## src/rtl/shift_pkg.sv

```systemverilog
// rtl/shift_pkg.sv - shared types, widths and step-count helper for the shift sequencer
package shift_pkg;

  localparam int DATA_W  = 32;
  localparam int COUNT_W = 6;

  typedef enum logic [1:0] {
    SH_LSL = 2'b00,
    SH_LSR = 2'b01,
    SH_ASR = 2'b10,
    SH_ROR = 2'b11
  } shift_type_e;

  typedef enum logic [1:0] {
    ST_IDLE  = 2'b00,
    ST_SHIFT = 2'b01,
    ST_DONE  = 2'b10
  } state_e;

  // Number of one-bit steps needed; beyond 33 (LSL/LSR) or 32 (ASR) the result no longer changes.
  function automatic logic [COUNT_W-1:0] calc_steps(input shift_type_e kind, input logic [7:0] amount);
    logic [COUNT_W-1:0] steps;
    steps = '0;
    case (kind)
      SH_LSL, SH_LSR: steps = (amount > 8'd33) ? 6'd33 : amount[5:0];
      SH_ASR:         steps = (amount > 8'd32) ? 6'd32 : amount[5:0];
      default: begin
        // A nonzero multiple of 32 rotates a full turn so the carry still reflects bit 31.
        if (amount[4:0] == 5'd0)
          steps = (amount != 8'd0) ? 6'd32 : 6'd0;
        else
          steps = {1'b0, amount[4:0]};
      end
    endcase
    return steps;
  endfunction

endpackage

```

## src/rtl/shift_step.sv

```systemverilog
// rtl/shift_step.sv - combinational one-bit shift of the working data
import shift_pkg::*;

module shift_step (
  input  logic [DATA_W-1:0] data,
  input  shift_type_e       kind,
  output logic [DATA_W-1:0] next_data,
  output logic              shift_out
);

  // One bit position per call; the departing bit becomes the new carry.
  always_comb begin
    next_data = data;
    shift_out = 1'b0;
    case (kind)
      SH_LSL: begin
        next_data = {data[DATA_W-2:0], 1'b0};
        shift_out = data[DATA_W-1];
      end
      SH_LSR: begin
        next_data = {1'b0, data[DATA_W-1:1]};
        shift_out = data[0];
      end
      SH_ASR: begin
        next_data = {data[DATA_W-1], data[DATA_W-1:1]};
        shift_out = data[0];
      end
      default: begin
        next_data = {data[0], data[DATA_W-1:1]};
        shift_out = data[0];
      end
    endcase
  end

endmodule

```

## src/rtl/shift_sequencer.sv

```systemverilog
// rtl/shift_sequencer.sv - iterative barrel-shift replacement, one bit per clock
import shift_pkg::*;

module shift_sequencer #(
  parameter int WIDTH = 32
) (
  input  logic             clk,
  input  logic             reset,
  input  logic             reqValid,
  output logic             reqReady,
  input  logic [1:0]       shiftType,
  input  logic [7:0]       shiftAmount,
  input  logic [WIDTH-1:0] rmData,
  input  logic             carryIn,
  input  logic             abort,
  output logic             resValid,
  input  logic             resReady,
  output logic [WIDTH-1:0] shiftedData,
  output logic             carryOut,
  output logic             busy
);

  state_e             state;
  state_e             state_next;
  shift_type_e        kind;
  logic [COUNT_W-1:0] count;
  logic [WIDTH-1:0]   work_data;
  logic               carry;
  logic [COUNT_W-1:0] req_steps;
  logic [WIDTH-1:0]   step_data;
  logic               step_out;

  assign req_steps = calc_steps(shift_type_e'(shiftType), shiftAmount);

  shift_step u_step (
    .data      (work_data),
    .kind      (kind),
    .next_data (step_data),
    .shift_out (step_out)
  );

  // State register.
  always_ff @(posedge clk or posedge reset) begin
    if (reset)
      state <= ST_IDLE;
    else
      state <= state_next;
  end

  // Next-state logic; abort overrides every other transition.
  always_comb begin
    state_next = state;
    case (state)
      ST_IDLE:  if (reqValid) state_next = (req_steps == '0) ? ST_DONE : ST_SHIFT;
      ST_SHIFT: if (count == 6'd1) state_next = ST_DONE;
      ST_DONE:  if (resReady) state_next = ST_IDLE;
      default:  state_next = ST_IDLE;
    endcase
    if (abort)
      state_next = ST_IDLE;
  end

  // Handshake outputs decoded from the state.
  always_comb begin
    reqReady = 1'b0;
    resValid = 1'b0;
    busy     = 1'b0;
    case (state)
      ST_IDLE:  reqReady = 1'b1;
      ST_SHIFT: busy     = 1'b1;
      ST_DONE: begin
        resValid = 1'b1;
        busy     = 1'b1;
      end
      default:  reqReady = 1'b0;
    endcase
  end

  // Operand capture on accept, then one shift step per cycle; data/carry hold in DONE and IDLE.
  always_ff @(posedge clk or posedge reset) begin
    if (reset) begin
      kind      <= SH_LSL;
      count     <= '0;
      work_data <= '0;
      carry     <= 1'b0;
    end else if (abort) begin
      count <= '0;
    end else begin
      case (state)
        ST_IDLE: begin
          if (reqValid) begin
            kind      <= shift_type_e'(shiftType);
            work_data <= rmData;
            carry     <= carryIn;
            count     <= req_steps;
          end
        end
        ST_SHIFT: begin
          work_data <= step_data;
          carry     <= step_out;
          count     <= count - 6'd1;
        end
        default: count <= count;
      endcase
    end
  end

  assign shiftedData = work_data;
  assign carryOut    = carry;

endmodule

```

## config.mk

```make
export PLATFORM = sky130hd
export DESIGN_NAME = shift_sequencer
export DESIGN_NICKNAME = d
export VERILOG_FILES = /design/src/rtl/shift_pkg.sv /design/src/rtl/shift_step.sv /design/src/rtl/shift_sequencer.sv
export SDC_FILE = /design/constraint.sdc
export NUM_CORES = 1
export LEC_CHECK = 0
export CAP_MARGIN = 20
export CORE_UTILIZATION = 47
export CTS_CLUSTER_DIAMETER = 80
export DETAILED_ROUTE_END_ITERATION = 10
export HOLD_SLACK_MARGIN = 0.08
export PLACE_DENSITY = 0.88
export REMOVE_ABC_BUFFERS = 1
export SYNTH_ARGS = -nofsm -noshare
export SYNTH_HDL_FRONTEND = slang
export SYNTH_SLANG_ARGS = --single-unit
```

## constraint.sdc

```tcl
create_clock -name clk -period 2.3 [get_ports clk]
set_input_delay 0.46 -clock clk [delete_from_list [all_inputs] [get_ports clk]]
set_output_delay 0.46 -clock clk [all_outputs]
set_load 0.02 [all_outputs]
```

==> results of run 1 <==
-- logic make-up after synthesis --
group / after synthesis
multiplexers: 3
AO/OA/AOI/OAI: 123
adder cells (fa/ha/maj): 5
XOR/XNOR: 2
buffers and inverters: 36
AND/OR/NAND/NOR: 96
flip-flops: 43
-- synth_stat cells (2+ instances only) --
cell	instances
dfrtp_1	43
nand2_1	37
nor2_1	35
a21o_1	33
a311oi_1	33
o21ai_0	33
clkbuf_1	15
inv_1	10
a21oi_1	7
buf_6	7
nor3_1	6
ha_1	5
nand3_1	4
a221o_1	3
buf_2	3
nand2b_1	3
a211oi_1	2
mux2_2	2
nor2b_1	2
o21ai_1	2
o221ai_1	2
xnor2_1	2
-- power breakdown --
part / internal, mW / switching [mW] / leakage [nW]
combinational: 1.25 / 1.51 / 1.01
clock: 0.352 / 0.259 / 0.0612
sequential: 1.10 / 0.363 / 0.538
total: 2.70 / 2.14 / 1.61
-- layer usage --
| metal | share of wire [%] | track usage (%) | vias to the layer above |
|---|---|---|---|
| li1 | - | - | 1273 |
| met4 | 0.16 | 4.34 | 0 |
| met2 | 48 | 38.1 | 107 |
| met1 | 45 | 34.5 | 1322 |
| met5 | 0 | 0 | - |
| met3 | 6.4 | 3.76 | 2 |
-- registers in the layout, indices dropped and copies added (netlist names) --
register,flops
carryOut,1
state,2
shiftedData,32
count,6
kind,2
-- path summary, 6_finish.rpt --
check | from | endpoint | slack, ns | cells after the start
min in group asynchronous | reset | shiftedData[4]$_DFFE_PP0P_ | 0.61 | 3
worst min-delay path | carryOut$_DFFE_PP0P_ | carryOut$_DFFE_PP0P_ | 0.50 | 1
worst max register to register | state[0]$_DFFE_PP0P_ | shiftedData[17]$_DFFE_PP0P_ | 0.36 | 7
max in group asynchronous | reset | shiftedData[16]$_DFFE_PP0P_ | 1.30 | 3
worst min register to register | carryOut$_DFFE_PP0P_ | carryOut$_DFFE_PP0P_ | 0.50 | 1
worst max-delay path | state[0]$_DFFE_PP0P_ | reqReady | 0.14 | 3
-- metrics by stage --
stage | hold slack [ns] | std cells | util (%) | setup slack (ns)
floorplan | 0.493 | 282 | - | -1.23
global placement | 0.500 | 445 | 64.1 | 0.195
detailed placement | 0.484 | 445 | 64.1 | 0.144
CTS | 0.504 | 453 | 66.3 | 0.127
global route | 0.536 | 453 | 66.3 | 0.0439
finish | 0.498 | 453 | 66.3 | 0.142
-- worst reg2reg max path, cell delays in order, from the launching register on --
cell and delay (ns):
dfrtp_1 0.39, inv_1 0.11, ha_1 0.27, mux2i_1 0.27
or2_2 0.24, buf_12 0.28, a311oi_1 0.11, a21o_1 0.18
-- layout make-up --
| class | instances | share of cell area [%] |
|---|---|---|
| multi-input cells | 229 | 39.0 |
| well taps | 72 | 2.47 |
| flip-flops and latches | 43 | 29.5 |
| clock buffers | 6 | 2.26 |
| clock inverters | 2 | 0.960 |
| repair buffers | 91 | 24.8 |
| inverters | 10 | 1.03 |
==> metrics.txt, run 1 <==
outcome=completed; Rel. slew slack=63.7%; Pins Over Slew Limit=0; Final Hold Vio Count=0; register area=1080 um^2; Routed WL=6.91 mm; filler cell count=465; first-pass GRT wire length=11.8 mm; Bufs on Longest Clock Path=2; largest family of logic cells by synthesized area=compound AO/OA/AOI/OAI gates; Buf/Inv on CP=2; nets@finish=433; Synth Area per Inst=8.73 um^2; synthesis-stage register bit count=43; layout cells sized above 1=7.09%; RePlAce Congestion=0.953; Total GRT Usage=23.9%; post-CTS setup buffers=0; Worst EP arrival=1.70 ns; DIE AREA=6020 um^2; drt first-iter violations=196; Worst setup EP type=primary output; post-synthesis compound-gate area fraction=32.6%; area fraction of the dominant cell type after synthesis=40.0%; Synth area leader=dfrtp_1; number of distinct library cells after synthesis=41; Max stage delay cell, worst path=clkdlybuf4s50_1; CP Max Fanout=5; leakage power=1.61 nW; CTS tree=built; Wirelength per Cell=15.2 um; ranking of synthesized cells by area=dfrtp_1 40%, a311oi_1 11%, a21o_1 9.2%, o21ai_0 6.1%, nand2_1 5.2%; pin count of the biggest net entering global routing=65; Synth Flop Type=dfrtp_1; VDD IR max=0.569 mV; max-cap viol count=0; cell area after synthesis=2690 um^2; Critical Path, Cell by Cell=inv_1, ha_1, clkdlybuf4s50_1; final instance area=3650 um^2; PortBufs=83; antenna diode count=0; root buffer cell=clkbuf_8; Remaining DRCs=0; placed instance area=3530 um^2; first drt pass iteration count=5; Resize count post-CTS=0; area of the multi-input gates=1430 um^2; I/O pins=84; XOR/XNOR share of the synthesized area=0.652%; vias per cell=5.97; row cnt=27; critical path data required time=1.84 ns; simple-gate area share of the yosys netlist=16.0%; Clock Latency Late Sink=0.29 ns; number of buffers created by CTS=5; final HPWL from detailed placement=4.75 mm; clock slew at reported path FFs=0.08 ns; vias in the first global route=2424; crit-path max cell delay=0.64 ns; Tmin final=2.16 ns; post-synthesis adder-cell area fraction=2.33%; setup_tns=0 ns; Power Dens Cells=1330 nW/um^2; H-tree levels=2; Tot Pwr=4.84 mW; Layout area overhead=35.8%; most common cell after layout, fill and taps aside=clkdlybuf4s50_1; f_max=0.463 GHz; Final ANT Viol Nets=0; antenna violations before repair=0; Crit Path Category=flop to primary output; total gr overflow=0; mux contribution to synthesized area=1.21%; clk sinks=43; Final Cycle Share=93.8%; RSZ-0062 raised after global routing=no; initial core utilization=48.8%; vias=2704; hold_buf cts=0; Post-synth EDFFs=0; register area share after synthesis=40.0%; Mapped Cells=308; ys async rst share=100%; most frequent cells in the layout=83 x clkdlybuf4s50_1, 43 x dfrtp_1, 37 x nand2_1; measured slew at the worst slew-check pin=0.545 ns; setup violators final=0; startpoint types=flop; Crit path max-delay family=buffers and inverters; worst hold path type=flop to flop; Die Span Y=77.6 um; clk_skew=0.00773 ns; Die W=77.6 um; synth warn=0; Core Region=5510 um^2
Note: power is estimated with default switching activity, not from simulation.
==> inputs of run 2 (changes only) <==
CTS_CLUSTER_SIZE = 14   (was default)
==> results of run 2 <==
Final layout, timing and power as in run 1 (identical DEF).
==> inputs of run 3 (changes only) <==
CAP_MARGIN = default   (was 20)
==> results of run 3 <==
Final layout, timing and power as in run 1 (identical DEF).
